--- src/rtl/lsu_byte_seq_if.sv ---
// Request/response bundle between the pipeline memory stage and the byte sequencer.
interface lsu_byte_seq_if #(
    parameter int unsigned ADDR_W = 13
);
    logic              req_valid_i;
    logic              req_ready_o;
    logic              req_we_i;
    logic [1:0]        req_size_i;
    logic              req_unsigned_i;
    logic [ADDR_W-1:0] req_addr_i;
    logic [31:0]       req_wdata_i;
    logic              rsp_valid_o;
    logic              rsp_err_o;
    logic [31:0]       rsp_rdata_o;

    modport master (
        output req_valid_i, req_we_i, req_size_i, req_unsigned_i, req_addr_i, req_wdata_i,
        input  req_ready_o, rsp_valid_o, rsp_err_o, rsp_rdata_o
    );

    modport slave (
        input  req_valid_i, req_we_i, req_size_i, req_unsigned_i, req_addr_i, req_wdata_i,
        output req_ready_o, rsp_valid_o, rsp_err_o, rsp_rdata_o
    );
endinterface

--- src/rtl/lsu_byte_seq.sv ---
// Serialises byte/half/word loads and stores into little-endian byte cycles on an
// 8-bit RAM port with combinational read, returning extended load data.
module lsu_byte_seq #(
    parameter int unsigned ADDR_W = 13
) (
    input  logic              clk_i,
    input  logic              rst_ni,
    lsu_byte_seq_if.slave     bus,
    output logic [ADDR_W-1:0] mem_addr_o,
    output logic              mem_wren_o,
    output logic [7:0]        mem_wdata_o,
    input  logic [7:0]        mem_rdata_i
);
    typedef enum logic [1:0] {IDLE, ACCESS, RESP} state_e;

    state_e            state_q;
    logic [1:0]        cnt_q;
    logic              we_q;
    logic [1:0]        size_q;
    logic              uns_q;
    logic [ADDR_W-1:0] addr_q;
    logic [31:0]       wdata_q;
    logic [31:0]       buf_q;
    logic              rsp_valid_q;
    logic              rsp_err_q;
    logic [31:0]       rsp_rdata_q;

    logic              req_bad_c;
    logic [1:0]        last_c;
    logic [31:0]       raw_c;

    function automatic logic [31:0] extend(input logic [1:0] size, input logic uns,
                                           input logic [31:0] raw);
        logic [31:0] res;
        case (size)
            2'b00:   res = uns ? {24'h000000, raw[7:0]} : {{24{raw[7]}}, raw[7:0]};
            2'b01:   res = uns ? {16'h0000, raw[15:0]} : {{16{raw[15]}}, raw[15:0]};
            default: res = raw;
        endcase
        return res;
    endfunction

    // Alignment / legality of the incoming request
    always_comb begin
        req_bad_c = 1'b0;
        case (bus.req_size_i)
            2'b01:   req_bad_c = bus.req_addr_i[0];
            2'b10:   req_bad_c = |bus.req_addr_i[1:0];
            2'b11:   req_bad_c = 1'b1;
            default: req_bad_c = 1'b0;
        endcase
    end

    always_comb begin
        last_c = 2'd3;
        case (size_q)
            2'b00:   last_c = 2'd0;
            2'b01:   last_c = 2'd1;
            default: last_c = 2'd3;
        endcase
    end

    // Load buffer with the current RAM byte merged into its lane
    always_comb begin
        raw_c = buf_q;
        raw_c[{cnt_q, 3'b000} +: 8] = mem_rdata_i;
    end

    always_ff @(posedge clk_i) begin
        if (!rst_ni) begin
            state_q     <= IDLE;
            cnt_q       <= 2'd0;
            we_q        <= 1'b0;
            size_q      <= 2'b00;
            uns_q       <= 1'b0;
            addr_q      <= '0;
            wdata_q     <= 32'h0;
            buf_q       <= 32'h0;
            rsp_valid_q <= 1'b0;
            rsp_err_q   <= 1'b0;
            rsp_rdata_q <= 32'h0;
        end else begin
            case (state_q)
                IDLE: begin
                    if (bus.req_valid_i) begin
                        we_q        <= bus.req_we_i;
                        size_q      <= bus.req_size_i;
                        uns_q       <= bus.req_unsigned_i;
                        addr_q      <= bus.req_addr_i;
                        wdata_q     <= bus.req_wdata_i;
                        cnt_q       <= 2'd0;
                        buf_q       <= 32'h0;
                        rsp_rdata_q <= 32'h0;
                        if (req_bad_c) begin
                            state_q     <= RESP;
                            rsp_valid_q <= 1'b1;
                            rsp_err_q   <= 1'b1;
                        end else begin
                            state_q <= ACCESS;
                        end
                    end
                end
                ACCESS: begin
                    buf_q <= raw_c;
                    if (cnt_q == last_c) begin
                        state_q     <= RESP;
                        rsp_valid_q <= 1'b1;
                        rsp_err_q   <= 1'b0;
                        rsp_rdata_q <= we_q ? 32'h0 : extend(size_q, uns_q, raw_c);
                    end else begin
                        cnt_q <= cnt_q + 2'd1;
                    end
                end
                RESP: begin
                    state_q     <= IDLE;
                    rsp_valid_q <= 1'b0;
                    rsp_err_q   <= 1'b0;
                end
                default: state_q <= IDLE;
            endcase
        end
    end

    assign bus.req_ready_o = (state_q == IDLE);
    assign bus.rsp_valid_o = rsp_valid_q;
    assign bus.rsp_err_o   = rsp_err_q;
    assign bus.rsp_rdata_o = rsp_rdata_q;

    // RAM port; write enable gated by reset so an aborting edge never writes
    always_comb begin
        mem_addr_o  = '0;
        mem_wren_o  = 1'b0;
        mem_wdata_o = 8'h00;
        if (state_q == ACCESS) begin
            mem_addr_o  = addr_q + ADDR_W'(cnt_q);
            mem_wren_o  = we_q & rst_ni;
            mem_wdata_o = we_q ? wdata_q[{cnt_q, 3'b000} +: 8] : 8'h00;
        end
    end
endmodule

--- src/flat_wrapper.sv ---
// flat-port wrapper written by rule: the top's interface ports become plain ports
module lsu_byte_seq_flat 
#(
    parameter int unsigned ADDR_W = 13
)
  (clk_i, rst_ni, mem_addr_o, mem_wren_o, mem_wdata_o, mem_rdata_i, bus_req_valid_i, bus_req_we_i, bus_req_size_i, bus_req_unsigned_i, bus_req_addr_i, bus_req_wdata_i, bus_req_ready_o, bus_rsp_valid_o, bus_rsp_err_o, bus_rsp_rdata_o);
  lsu_byte_seq_if #(.ADDR_W(ADDR_W)) bus_i ();
  input  logic clk_i;
  input  logic rst_ni;
  output logic [ADDR_W-1:0] mem_addr_o;
  output logic mem_wren_o;
  output logic [7:0] mem_wdata_o;
  input  logic [7:0] mem_rdata_i;
  input wire logic [$bits(bus_i.req_valid_i)-1:0] bus_req_valid_i;
  input wire logic [$bits(bus_i.req_we_i)-1:0] bus_req_we_i;
  input wire logic [$bits(bus_i.req_size_i)-1:0] bus_req_size_i;
  input wire logic [$bits(bus_i.req_unsigned_i)-1:0] bus_req_unsigned_i;
  input wire logic [$bits(bus_i.req_addr_i)-1:0] bus_req_addr_i;
  input wire logic [$bits(bus_i.req_wdata_i)-1:0] bus_req_wdata_i;
  output wire logic [$bits(bus_i.req_ready_o)-1:0] bus_req_ready_o;
  output wire logic [$bits(bus_i.rsp_valid_o)-1:0] bus_rsp_valid_o;
  output wire logic [$bits(bus_i.rsp_err_o)-1:0] bus_rsp_err_o;
  output wire logic [$bits(bus_i.rsp_rdata_o)-1:0] bus_rsp_rdata_o;
  assign bus_i.req_valid_i = bus_req_valid_i;
  assign bus_i.req_we_i = bus_req_we_i;
  assign bus_i.req_size_i = bus_req_size_i;
  assign bus_i.req_unsigned_i = bus_req_unsigned_i;
  assign bus_i.req_addr_i = bus_req_addr_i;
  assign bus_i.req_wdata_i = bus_req_wdata_i;
  assign bus_req_ready_o = bus_i.req_ready_o;
  assign bus_rsp_valid_o = bus_i.rsp_valid_o;
  assign bus_rsp_err_o = bus_i.rsp_err_o;
  assign bus_rsp_rdata_o = bus_i.rsp_rdata_o;
  lsu_byte_seq #(.ADDR_W(ADDR_W)) u_core (.clk_i(clk_i), .rst_ni(rst_ni), .bus(bus_i), .mem_addr_o(mem_addr_o), .mem_wren_o(mem_wren_o), .mem_wdata_o(mem_wdata_o), .mem_rdata_i(mem_rdata_i));
endmodule
--- config.mk ---
export PLATFORM = sky130hd
export DESIGN_NAME = lsu_byte_seq_flat
export DESIGN_NICKNAME = d
export VERILOG_FILES = /design/src/rtl/lsu_byte_seq_if.sv /design/src/rtl/lsu_byte_seq.sv /design/src/flat_wrapper.sv
export SDC_FILE = /design/constraint.sdc
export NUM_CORES = 1
export LEC_CHECK = 0
export CORE_MARGIN = 3
export CORE_UTILIZATION = 35
export DETAILED_ROUTE_END_ITERATION = 7
export GPL_ROUTABILITY_DRIVEN = 1
export HOLD_SLACK_MARGIN = 0.06
export PLACE_DENSITY_LB_ADDON = 0.08
export RECOVER_POWER = 25
export SLEW_MARGIN = 20
export SYNTH_ARGS = -nofsm -noshare
export SYNTH_HDL_FRONTEND = slang
export SYNTH_SLANG_ARGS = --single-unit
--- constraint.sdc ---
create_clock -name clk_i -period 6.4 [get_ports clk_i]
set_clock_uncertainty 0.15 [all_clocks]
set_input_delay 0.96 -clock clk_i [delete_from_list [all_inputs] [get_ports clk_i]]
set_output_delay 0.96 -clock clk_i [all_outputs]
set_load 0.005 [all_outputs]
# After elaboration in Yosys (flattened, before gate mapping)
# Cells that the tools add are included.
# totals
elab_cells,68
out_inout_bits,57
inputBits,60
register_bits,119
# classes
n_bitwise,1
shifts,3
n_eq_ne,11
reduce_logical,11
n_addsub,3
n_mux,28
# op_table
operator,count
32-bit case mux with 2 select lines,3
32-bit two-way mux,5
32-bit bitwise mux,1
"8-bit by 7-bit variable shift with 32-bit output, first input constant",1
32-bit by 6-bit variable part select with 8-bit output,1
8-bit by 7-bit variable part select with 32-bit output,1
8-bit two-way mux,2
13-bit by 2-bit adder with 13-bit output,1
13-bit two-way mux,1
2-bit case mux with 2 select lines,3
2-bit two-way mux,5
1-bit case mux with 3 select lines,3
5-bit negator with 7-bit output,1
"2-bit by 1-bit == test with 1-bit output, second input constant",3
"2-bit == test, second input constant",3
2-bit AND reduction,3
3-bit AND reduction,2
1-bit two-way mux,5
2-bit logical NOT,2
"2-bit by 1-bit != test with 1-bit output, second input constant",2
"2-bit != test, second input constant",2
4-bit AND reduction,1
3-bit nonzero test,1
"2-bit by 1-bit adder with 2-bit output, second input constant",1
other kinds (4),4

# Logic depth before layout (Yosys ltp)
# Gate-level depths: netlist (run 1).
# logic_depth
ltp_word,8
depth_mapped,10
mapped_depth_nobuf,6

# Worst setup path before layout (run 1)
# Ideal clock, no wire load.
# synth_timing
path_type,reg2reg
from,register u_core.cnt_q[0]
to,"register u_core.rsp_rdata_q[16], in the netlist u_core.bus.rsp_rdata_o[16]"
setup_ns,0.143
t_arrival_ns,2.810
stages_incl_launch_ff,11
synth_period_minus_slack_ns,3.104
slack_ns,3.296
required_ns,6.107
path_cell_list,dfxtp_1 buf_2 clkbuf_1 buf_2 inv_1 ha_1 nand4bb_1 a31oi_1 a21oi_1 clkbuf_1 o32ai_2
# synth_between
elab_chain_cells,8
elab_cells_between_ends,13
# synth_rtl
item,line,rtl
start: declaration,lsu_byte_seq.sv:17,logic [1:0] cnt_q;
start signal: assignment,lsu_byte_seq.sv:111,cnt_q <= cnt_q + 2'd1;
5-bit negator with 7-bit output,lsu_byte_seq.sv:66,"raw_c[{cnt_q, 3'b000} +: 8] = mem_rdata_i;"
8-bit by 7-bit variable part select with 32-bit output or 8-bit by 7-bit variable shift with 32-bit output (tied branches),lsu_byte_seq.sv:66,
32-bit bitwise mux,lsu_byte_seq.sv:66,
"32-bit two-way mux, on equally long branches","lsu_byte_seq.sv:37, lsu_byte_seq.sv:36",
32-bit case mux with 2 select lines,lsu_byte_seq.sv:35,case (size)
32-bit two-way mux,lsu_byte_seq.sv:109,"rsp_rdata_q <= we_q ? 32'h0 : extend(size_q, uns_q, raw_c);"
32-bit two-way mux,lsu_byte_seq.sv:105,if (cnt_q == last_c) begin
32-bit case mux with 2 select lines,lsu_byte_seq.sv:83,case (state_q)
end signal: assignment,lsu_byte_seq.sv:109,
end: declaration,lsu_byte_seq.sv:26,logic [31:0] rsp_rdata_q;
# Several ways; a longest one is shown, not always the timed one. The select of a mux whose other input is x is not followed.
# A chain may end at the register's enable or synchronous reset.

# Final worst setup path (run 1)
# layout_timing
from,register u_core.state_q[1]
to,"register u_core.rsp_rdata_q[26], in the netlist u_core.bus.rsp_rdata_o[26]"
# layout_between
elab_chain_cells,3
elab_cells_between_ends,7
# layout_rtl
item,line,rtl
start: declaration,lsu_byte_seq.sv:16,state_e state_q;
start signal: assignment,lsu_byte_seq.sv:71,state_q <= IDLE;
start signal: assignment,lsu_byte_seq.sv:95,state_q <= RESP;
start signal: assignment,lsu_byte_seq.sv:99,state_q <= ACCESS;
2-bit by 1-bit == test with 1-bit output or 2-bit logical NOT (tied branches),lsu_byte_seq.sv:83,
"2-bit by 1-bit != test with 1-bit output (no source line), or another cell as far along",n/a,
3-bit AND reduction (no source line),n/a,
# Several ways; a longest one is shown, not always the timed one.

==> results of run 1 <==
critical path: cells and delay by family, from the launching register on:
family | cells | cell delay, ns
and+or+nand+nor | 2 | 1.75
buffers and inverters | 2 | 0.79
adders and majority gates | 1 | 0.61
AOI/OAI and AO/OA | 1 | 0.39
DFF | 1 | 0.32
layout make-up:
type / count / area (um2) / area share (%)
well taps: 216 / 270 / 3.60
repair buffers: 124 / 1220 / 16.2
flip-flops and latches: 119 / 2380 / 31.7
clock buffers: 25 / 505 / 6.74
inverters: 28 / 105 / 1.40
clock inverters: 4 / 20.0 / 0.267
multi-input cells: 481 / 3000 / 40.0
power by group through the flow:
stage          clock network (W)  logic [W]  registers, W
6_report                0.000848   0.000247      0.000803
5_1_grt                 0.000912   0.000274      0.000808
4_1_cts                 0.000872   0.000251      0.000804
2_1_floorplan                  0   0.000151      0.000808
3_5_place_dp                   0   0.000250      0.000819
3_3_place_gp                   0   0.000246      0.000818
per-layer routing:
layer / share of wire [%] / wire [um] / up-vias / track usage (%)
met1: 48 / 7620 / 2350 / 24.7
met3: 4.6 / 725 / 11 / 5.02
met5: 0 / 0 / - / 0
met2: 46 / 7340 / 108 / 28.2
met4: 1.0 / 159 / 0 / 5.94
li1: - / - / 2549 / -
cells in the final DEF (no fill, tap or decap), types with 5 or more instances in the layout:
cell type / count
sky130_fd_sc_hd__mux4_2: 8
sky130_fd_sc_hd__buf_4: 7
sky130_fd_sc_hd__nand2b_1: 5
sky130_fd_sc_hd__nor3_1: 5
sky130_fd_sc_hd__nor2_1: 6
sky130_fd_sc_hd__o32ai_1: 7
sky130_fd_sc_hd__o32ai_2: 10
sky130_fd_sc_hd__o21ai_0: 43
sky130_fd_sc_hd__xor2_1: 7
sky130_fd_sc_hd__dfxtp_1: 119
sky130_fd_sc_hd__a21oi_1: 79
sky130_fd_sc_hd__clkbuf_8: 5
sky130_fd_sc_hd__nor4bb_1: 10
sky130_fd_sc_hd__nand3_1: 7
sky130_fd_sc_hd__nor2b_1: 14
sky130_fd_sc_hd__dlygate4sd3_1: 35
sky130_fd_sc_hd__clkdlybuf4s50_1: 81
sky130_fd_sc_hd__clkbuf_16: 17
sky130_fd_sc_hd__and3_1: 10
sky130_fd_sc_hd__nand2_1: 134
sky130_fd_sc_hd__a22oi_1: 14
sky130_fd_sc_hd__ha_1: 10
sky130_fd_sc_hd__a22o_1: 8
sky130_fd_sc_hd__o211ai_1: 8
sky130_fd_sc_hd__or3_1: 9
sky130_fd_sc_hd__and2_1: 50
sky130_fd_sc_hd__inv_1: 27
registers in the layout, summed over array words and instances, names as in the netlist:
register                count
u_core.bus.rsp_err_o        1
u_core.addr_q              13
u_core.uns_q                1
u_core.size_q               2
u_core.bus.rsp_rdata_o     32
u_core.cnt_q                2
u_core.we_q                 1
u_core.buf_q               32
u_core.state_q              2
u_core.bus.rsp_valid_o      1
u_core.wdata_q             32
worst paths after layout:
check,slack (ns),cells past startpoint,from,end
min,0.30,2,u_core.buf_q[4],u_core.buf_q[4]
max,2.29,6,u_core.state_q[1],u_core.bus.rsp_rdata_o[26]
min reg2reg,0.30,2,u_core.buf_q[4],u_core.buf_q[4]
max reg2reg,2.29,6,u_core.state_q[1],u_core.bus.rsp_rdata_o[26]
logic make-up (layout without fill, tap and decap cells):
logic type / after synthesis / after routing / share of synthesized area (%)
AO/OA/AOI/OAI: 189 / 189 / 21.8
XOR/XNOR: 10 / 10 / 1.54
adder cells (fa/ha/maj): 11 / 11 / 2.54
buffers and inverters: 81 / 181 / 5.68
flip-flops: 119 / 119 / 41.8
multiplexers: 10 / 10 / 3.51
AND/OR/NAND/NOR: 261 / 261 / 23.1
through the flow:
stage	std cells	power [W]	instance area (um2)	utilization, %
2_1_floorplan	681	0.000959	5700	-
4_1_cts	997	0.00193	7510	47.1
3_3_place_gp	968	0.00106	6990	43.8
3_5_place_dp	968	0.00107	6990	43.8
5_1_grt	997	0.00199	7500	47.1
6_report	997	0.00190	7500	47.1
==> impl_metrics.prom, run 1 <==
# TYPE chip_impl_metric gauge
chip_impl_metric{name="buffer_ports.inserted",unit=""} 116
chip_impl_metric{name="finalHoldWorstSlack",unit="ns"} 0.300
chip_impl_metric{name="drt_iter0_drc",unit=""} 309
chip_impl_metric{name="max_buffers_root_to_sink",unit=""} 2
chip_impl_info{name="crit_path_start_kind",value="flop"} 1
chip_impl_metric{name="grt_antenna_before_repair",unit=""} 0
chip_impl_metric{name="post-synth-top-area-fraction",unit="%"} 41.8
chip_impl_metric{name="async_flop_share",unit="%"} 0
chip_impl_metric{name="proportion_of_power_drawn_by_combinational_gates",unit="%"} 13.0
chip_impl_metric{name="gp_congestion",unit=""} 0.745
chip_impl_metric{name="synth_cell_type_count",unit=""} 50
chip_impl_metric{name="top_level_ports",unit=""} 117
chip_impl_metric{name="nFillCells",unit=""} 1589
chip_impl_info{name="synth_top_cells_by_count",value="sky130_fd_sc_hd__nand2_1, sky130_fd_sc_hd__dfxtp_1, sky130_fd_sc_hd__a21oi_1, sky130_fd_sc_hd__and2_1, sky130_fd_sc_hd__clkbuf_1"} 1
chip_impl_metric{name="cts-buffers-inserted",unit=""} 17
chip_impl_metric{name="slew_headroom",unit="%"} -63.0
chip_impl_info{name="cell_with_the_most_instances_after_synthesis",value="sky130_fd_sc_hd__nand2_1"} 1
chip_impl_info{name="clk_root_buffer_cell",value="sky130_fd_sc_hd__clkbuf_16"} 1
chip_impl_info{name="cp_cell_sequence",value="inv_1 > ha_1 > clkbuf_1 > nand2_1 > or4_1 > o32ai_1"} 1
chip_impl_metric{name="grt_pass1_vias",unit=""} 4922
chip_impl_metric{name="post_drt_wl_per_cell",unit="um"} 15.9
chip_impl_metric{name="cts_setup_buffers",unit=""} 0
chip_impl_metric{name="share_seq_of_total_power",unit="%"} 42.3
chip_impl_metric{name="post_cts.resized_instances",unit=""} 0
chip_impl_metric{name="worst-endpoint-required",unit="ns"} 6.56
chip_impl_info{name="violated_checks",value="max-capacitance violations, max-slew violations"} 1
chip_impl_metric{name="final_layout_size_suffix_gt1_share",unit="%"} 7.04
chip_impl_info{name="worst_setup_path_end_kind",value="flop"} 1
chip_impl_metric{name="clock-sinks",unit=""} 119
chip_impl_metric{name="synth_seq_area_share",unit="%"} 41.8
chip_impl_info{name="yosys-top-cells-area",value="sky130_fd_sc_hd__dfxtp_1, sky130_fd_sc_hd__nand2_1, sky130_fd_sc_hd__a21oi_1"} 1
chip_impl_metric{name="synthesized_instance_count",unit=""} 681
chip_impl_metric{name="design.final.nets",unit=""} 842
chip_impl_info{name="grt_setup_unrepaired",value="false"} 1
chip_impl_metric{name="postSynthRegisterBits",unit=""} 119
chip_impl_metric{name="delay_contributed_by_the_slowest_stage_of_the_critical_path",unit="ns"} 0.99
chip_impl_metric{name="post_synth.cell_area_avg",unit="um2"} 8.37
chip_impl_metric{name="clock_insertion_delay_worst_skew",unit="ns"} 0.42
chip_impl_info{name="timing.critical_path.slowest_stage_cell",value="sky130_fd_sc_hd__or4_1"} 1
chip_impl_metric{name="floorplan.core_area",unit="mm2"} 0.0159
chip_impl_metric{name="number_of_flops_mapped_to_enable_cells_by_yosys",unit=""} 0
chip_impl_metric{name="floorplan.initialDensity",unit="%"} 35.8
chip_impl_metric{name="grt_pass1_wl",unit="um"} 25800
chip_impl_metric{name="grt_overflow",unit=""} 0
chip_impl_metric{name="worstPathArrival",unit="ns"} 4.27
chip_impl_metric{name="power.internal",unit="W"} 0.00142
chip_impl_metric{name="switching_share",unit="%"} 25.2
chip_impl_metric{name="finalHoldViolations",unit=""} 0
chip_impl_metric{name="routed-via-count",unit=""} 5018
chip_impl_metric{name="power_density",unit="mW/mm2"} 253
chip_impl_info{name="critPathKind",value="reg -> reg"} 1
chip_impl_info{name="dominantRegCellSynth",value="sky130_fd_sc_hd__dfxtp_1"} 1
chip_impl_metric{name="number_of_buffers_inserted_by_hold_repair_at_cts",unit=""} 0
chip_impl_metric{name="tightest_slew",unit="ns"} 2.44
chip_impl_metric{name="grt_usage",unit="%"} 18.2
chip_impl_metric{name="firstDrtPassIters",unit=""} 4
chip_impl_info{name="status",value="finished, violations left"} 1
chip_impl_metric{name="fin_crit",unit="ns"} 4.11
chip_impl_metric{name="hpwlAfterDp",unit="um"} 10700
chip_impl_metric{name="yosysWarningCount",unit=""} 0
chip_impl_metric{name="vdd_ir_drop_max",unit="mV"} 0.186
chip_impl_metric{name="htreeDepth",unit=""} 4
chip_impl_metric{name="fp.dieW",unit="um"} 134
chip_impl_metric{name="row_count",unit=""} 46
chip_impl_metric{name="synthesized_nets",unit=""} 752
chip_impl_metric{name="p_sw",unit="W"} 0.000478
chip_impl_metric{name="drc_errors",unit=""} 0
chip_impl_metric{name="mappedNetlistArea",unit="mm2"} 0.00570
chip_impl_metric{name="die-area",unit="mm2"} 0.0179
chip_impl_metric{name="dieHeight",unit="um"} 134
chip_impl_metric{name="drtAntennaViolNets",unit=""} 0
chip_impl_info{name="synth_top_cell_by_area",value="sky130_fd_sc_hd__dfxtp_1"} 1
chip_impl_metric{name="place_worst_setup_slack",unit="ns"} 2.10
chip_impl_info{name="min-delay-path-class",value="reg -> reg"} 1
chip_impl_metric{name="areaGrowthSynthToFinish",unit="%"} 31.6
chip_impl_metric{name="crit_path_max_fanout",unit=""} 27
chip_impl_metric{name="inserted_diodes",unit=""} 0
chip_impl_metric{name="timing_max_transition_violations_final",unit=""} 51
chip_impl_metric{name="sum_of_negative_setup_slack",unit="ns"} 0
chip_impl_info{name="tritoncts",value="done"} 1
chip_impl_metric{name="timing.fmax",unit="MHz"} 244
chip_impl_metric{name="setup_violations",unit=""} 0
chip_impl_metric{name="cap_viol_max_count",unit=""} 1
chip_impl_metric{name="route.final.wire_length",unit="um"} 15800
chip_impl_metric{name="power.leakage",unit="nW"} 2.78
chip_impl_metric{name="fin_crit_sh",unit="%"} 64.2
chip_impl_metric{name="grt_start_max_net_pins",unit=""} 54
chip_impl_metric{name="power_frac_clock",unit="%"} 44.7
chip_impl_metric{name="vias_per_cell",unit=""} 5.03
chip_impl_metric{name="post-route-worst-setup-slack",unit="ns"} 2.29
chip_impl_metric{name="clk_pin_slew",unit="ns"} 0.05
Power figures use the tool's default switching activity.
==> run 2: changes to the inputs <==
- clock period: 6.4 -> 3.5 ns (I/O delays scaled with it)
==> run 2 against run 1 <==
Compared with the run above: the flow now finishes without violations; die area stayed put; clock-buffer cell count fell by 3; cell area rose by 1.0%; critical endpoint is now mem_addr_o[8].
==> impl_metrics.prom, run 2 (synthesized netlist as in run 1, its figures left out) <==
# TYPE chip_impl_metric gauge
chip_impl_metric{name="worstPathArrival",unit="ns"} 2.47
chip_impl_metric{name="worst-path-buf-inv",unit=""} 1
chip_impl_info{name="layout.cells.most_common_list",value="sky130_fd_sc_hd__nand2_1, sky130_fd_sc_hd__dfxtp_1, sky130_fd_sc_hd__clkdlybuf4s50_1"} 1
chip_impl_metric{name="floorplan.initialDensity",unit="%"} 35.8
chip_impl_metric{name="nFillCells",unit=""} 1550
chip_impl_metric{name="fin_crit",unit="ns"} 3.15
chip_impl_metric{name="timing_max_transition_violations_final",unit=""} 0
chip_impl_metric{name="grt_antenna_before_repair",unit=""} 0
chip_impl_metric{name="grt_pass1_wl",unit="um"} 26100
chip_impl_metric{name="drt_iter0_drc",unit=""} 329
chip_impl_metric{name="fin_total_pwr",unit="W"} 0.00348
chip_impl_metric{name="placed_area",unit="mm2"} 0.00705
chip_impl_info{name="crit_path_start_kind",value="flop"} 1
chip_impl_metric{name="proportion_of_power_drawn_by_combinational_gates",unit="%"} 13.1
chip_impl_info{name="min-delay-path-class",value="reg -> reg"} 1
chip_impl_metric{name="fin_crit_sh",unit="%"} 89.9
chip_impl_metric{name="route.final.wire_length",unit="um"} 16000
chip_impl_info{name="worst_setup_path_end_kind",value="primary output"} 1
chip_impl_info{name="critPathKind",value="reg -> out"} 1
chip_impl_metric{name="drtAntennaViolNets",unit=""} 0
chip_impl_metric{name="cap_viol_max_count",unit=""} 0
chip_impl_metric{name="post_drt_wl_per_cell",unit="um"} 15.9
chip_impl_metric{name="power_frac_clock",unit="%"} 44.6
chip_impl_metric{name="max_buffers_root_to_sink",unit=""} 2
chip_impl_metric{name="delay_contributed_by_the_slowest_stage_of_the_critical_path",unit="ns"} 0.53
chip_impl_info{name="status",value="complete, no violations"} 1
chip_impl_metric{name="p_sw",unit="W"} 0.000910
chip_impl_metric{name="setup_violations",unit=""} 0
chip_impl_metric{name="multiInputGateArea",unit="mm2"} 0.00302
chip_impl_metric{name="clock-sinks",unit=""} 119
chip_impl_metric{name="inserted_diodes",unit=""} 0
chip_impl_metric{name="worst-endpoint-required",unit="ns"} 2.82
chip_impl_metric{name="final_layout_size_suffix_gt1_share",unit="%"} 8.60
chip_impl_metric{name="finalHoldViolations",unit=""} 0
chip_impl_metric{name="grt_overflow",unit=""} 0
chip_impl_metric{name="grt_pass1_vias",unit=""} 4948
chip_impl_metric{name="clock_insertion_delay_worst_skew",unit="ns"} 0.41
chip_impl_metric{name="routed-via-count",unit=""} 5012
chip_impl_metric{name="top_level_ports",unit=""} 117
chip_impl_metric{name="floorplan.core_area",unit="mm2"} 0.0159
chip_impl_info{name="timing.critical_path.slowest_stage_cell",value="sky130_fd_sc_hd__clkdlybuf4s50_1"} 1
chip_impl_metric{name="grt_start_max_net_pins",unit=""} 69
chip_impl_metric{name="areaGrowthSynthToFinish",unit="%"} 32.9
chip_impl_metric{name="vdd_ir_drop_max",unit="mV"} 0.353
chip_impl_metric{name="clk_pin_slew",unit="ns"} 0.05
chip_impl_metric{name="vias_per_cell",unit=""} 4.98
chip_impl_metric{name="firstDrtPassIters",unit=""} 5
chip_impl_metric{name="power.internal",unit="W"} 0.00257
chip_impl_metric{name="design.final.nets",unit=""} 850
chip_impl_metric{name="timing.fmax",unit="MHz"} 318
chip_impl_metric{name="share_seq_of_total_power",unit="%"} 42.2
chip_impl_metric{name="post_cts.resized_instances",unit=""} 0
chip_impl_metric{name="fp.dieW",unit="um"} 134
chip_impl_info{name="crit_family",value="simple AND/OR/NAND/NOR gates"} 1
chip_impl_info{name="grt_setup_unrepaired",value="false"} 1
chip_impl_metric{name="final-seq-area",unit="mm2"} 0.00238
chip_impl_metric{name="die-area",unit="mm2"} 0.0179
chip_impl_metric{name="number_of_buffers_inserted_by_hold_repair_at_cts",unit=""} 0
chip_impl_metric{name="drc_errors",unit=""} 0
chip_impl_metric{name="tightest_slew",unit="ns"} 1.18
chip_impl_metric{name="hpwlAfterDp",unit="um"} 10900
chip_impl_metric{name="cts-buffers-inserted",unit=""} 17
chip_impl_metric{name="cts_setup_buffers",unit=""} 0
chip_impl_metric{name="design_area",unit="mm2"} 0.00758
chip_impl_metric{name="power.leakage",unit="nW"} 2.77
chip_impl_metric{name="crit_path_max_fanout",unit=""} 5
chip_impl_info{name="tritoncts",value="done"} 1
chip_impl_metric{name="sum_of_negative_setup_slack",unit="ns"} 0
chip_impl_metric{name="power_density",unit="mW/mm2"} 459
chip_impl_metric{name="htreeDepth",unit=""} 4
chip_impl_metric{name="buffer_ports.inserted",unit=""} 116
chip_impl_metric{name="row_count",unit=""} 46
chip_impl_metric{name="grt_usage",unit="%"} 18.2
chip_impl_metric{name="slew_headroom",unit="%"} 21.4
chip_impl_metric{name="switching_share",unit="%"} 26.2
chip_impl_metric{name="gp_congestion",unit=""} 0.763
chip_impl_info{name="clk_root_buffer_cell",value="sky130_fd_sc_hd__clkbuf_16"} 1
chip_impl_info{name="cp_cell_sequence",value="ha_1 > fa_1 > nand4_1 > or3_1 > a21boi_0 > clkdlybuf4s50_1"} 1
chip_impl_info{name="layout.cells.most_common",value="sky130_fd_sc_hd__nand2_1"} 1
chip_impl_metric{name="dieHeight",unit="um"} 134
## run 2: path summary, 6_finish.rpt
kind                     start                          to  cells past startpoint  slack [ns]
max           u_core.addr_q[0]               mem_addr_o[8]                      6        0.35
min          u_core.wdata_q[8]           u_core.wdata_q[8]                      2        0.30
max reg2reg  u_core.state_q[1]  u_core.bus.rsp_rdata_o[27]                      7        0.69
min reg2reg  u_core.wdata_q[8]           u_core.wdata_q[8]                      2        0.30
## run 2: layout make-up
type | instances | area share (%)
multi-input combinational | 481 | 39.8
sequential | 119 | 31.4
timing repair buffer | 132 | 16.9
clock buffer | 22 | 6.26
tap | 216 | 3.56
inverter | 28 | 1.39
clock inverter | 9 | 0.693
## run 2: per-layer routing
layer  track usage, %  vias up  part of all wire, %
met5                0        -                    0
met4             4.91        0                 0.97
met3             4.72       12                  4.5
met2             28.1      108                   46
met1             25.3     2335                   49
li1                 -     2557                    -
## run 2: worst reg2reg max path, cell delays in order, from the launching register on
cell and delay [ns]:
sky130_fd_sc_hd__dfxtp_1 0.36, sky130_fd_sc_hd__inv_1 0.08, sky130_fd_sc_hd__ha_1 0.49, sky130_fd_sc_hd__buf_4 0.33
sky130_fd_sc_hd__o311a_4 0.21, sky130_fd_sc_hd__or4_1 0.58, sky130_fd_sc_hd__buf_4 0.25, sky130_fd_sc_hd__o32ai_1 0.28
## run 2: power groups by stage
stage	clock network (W)	logic, W	registers, W
floorplan	0	0.000276	0.00148
global placement	0	0.000454	0.00150
detailed placement	0	0.000462	0.00150
CTS	0.00159	0.000464	0.00147
global route	0.00166	0.000507	0.00148
finish	0.00155	0.000457	0.00147
## run 2: metrics by stage
step | utilization [%] | instances | hold WS [ns] | setup slack [ns]
floorplan | - | 681 | 0.282 | 0.396
global placement | 44.2 | 976 | 0.290 | 0.732
detailed placement | 44.2 | 976 | 0.295 | 0.449
CTS | 47.5 | 1007 | 0.304 | 0.303
global route | 47.6 | 1007 | 0.323 | 0.0975
finish | 47.6 | 1007 | 0.303 | 0.355
==> run 3: changes to the inputs <==
- SKIP_CTS_REPAIR_TIMING: not set -> 1
- SLEW_MARGIN: 20 -> 25
==> results of run 3 <==
No change in the layout: final DEF, timing and power equal those of run 2.
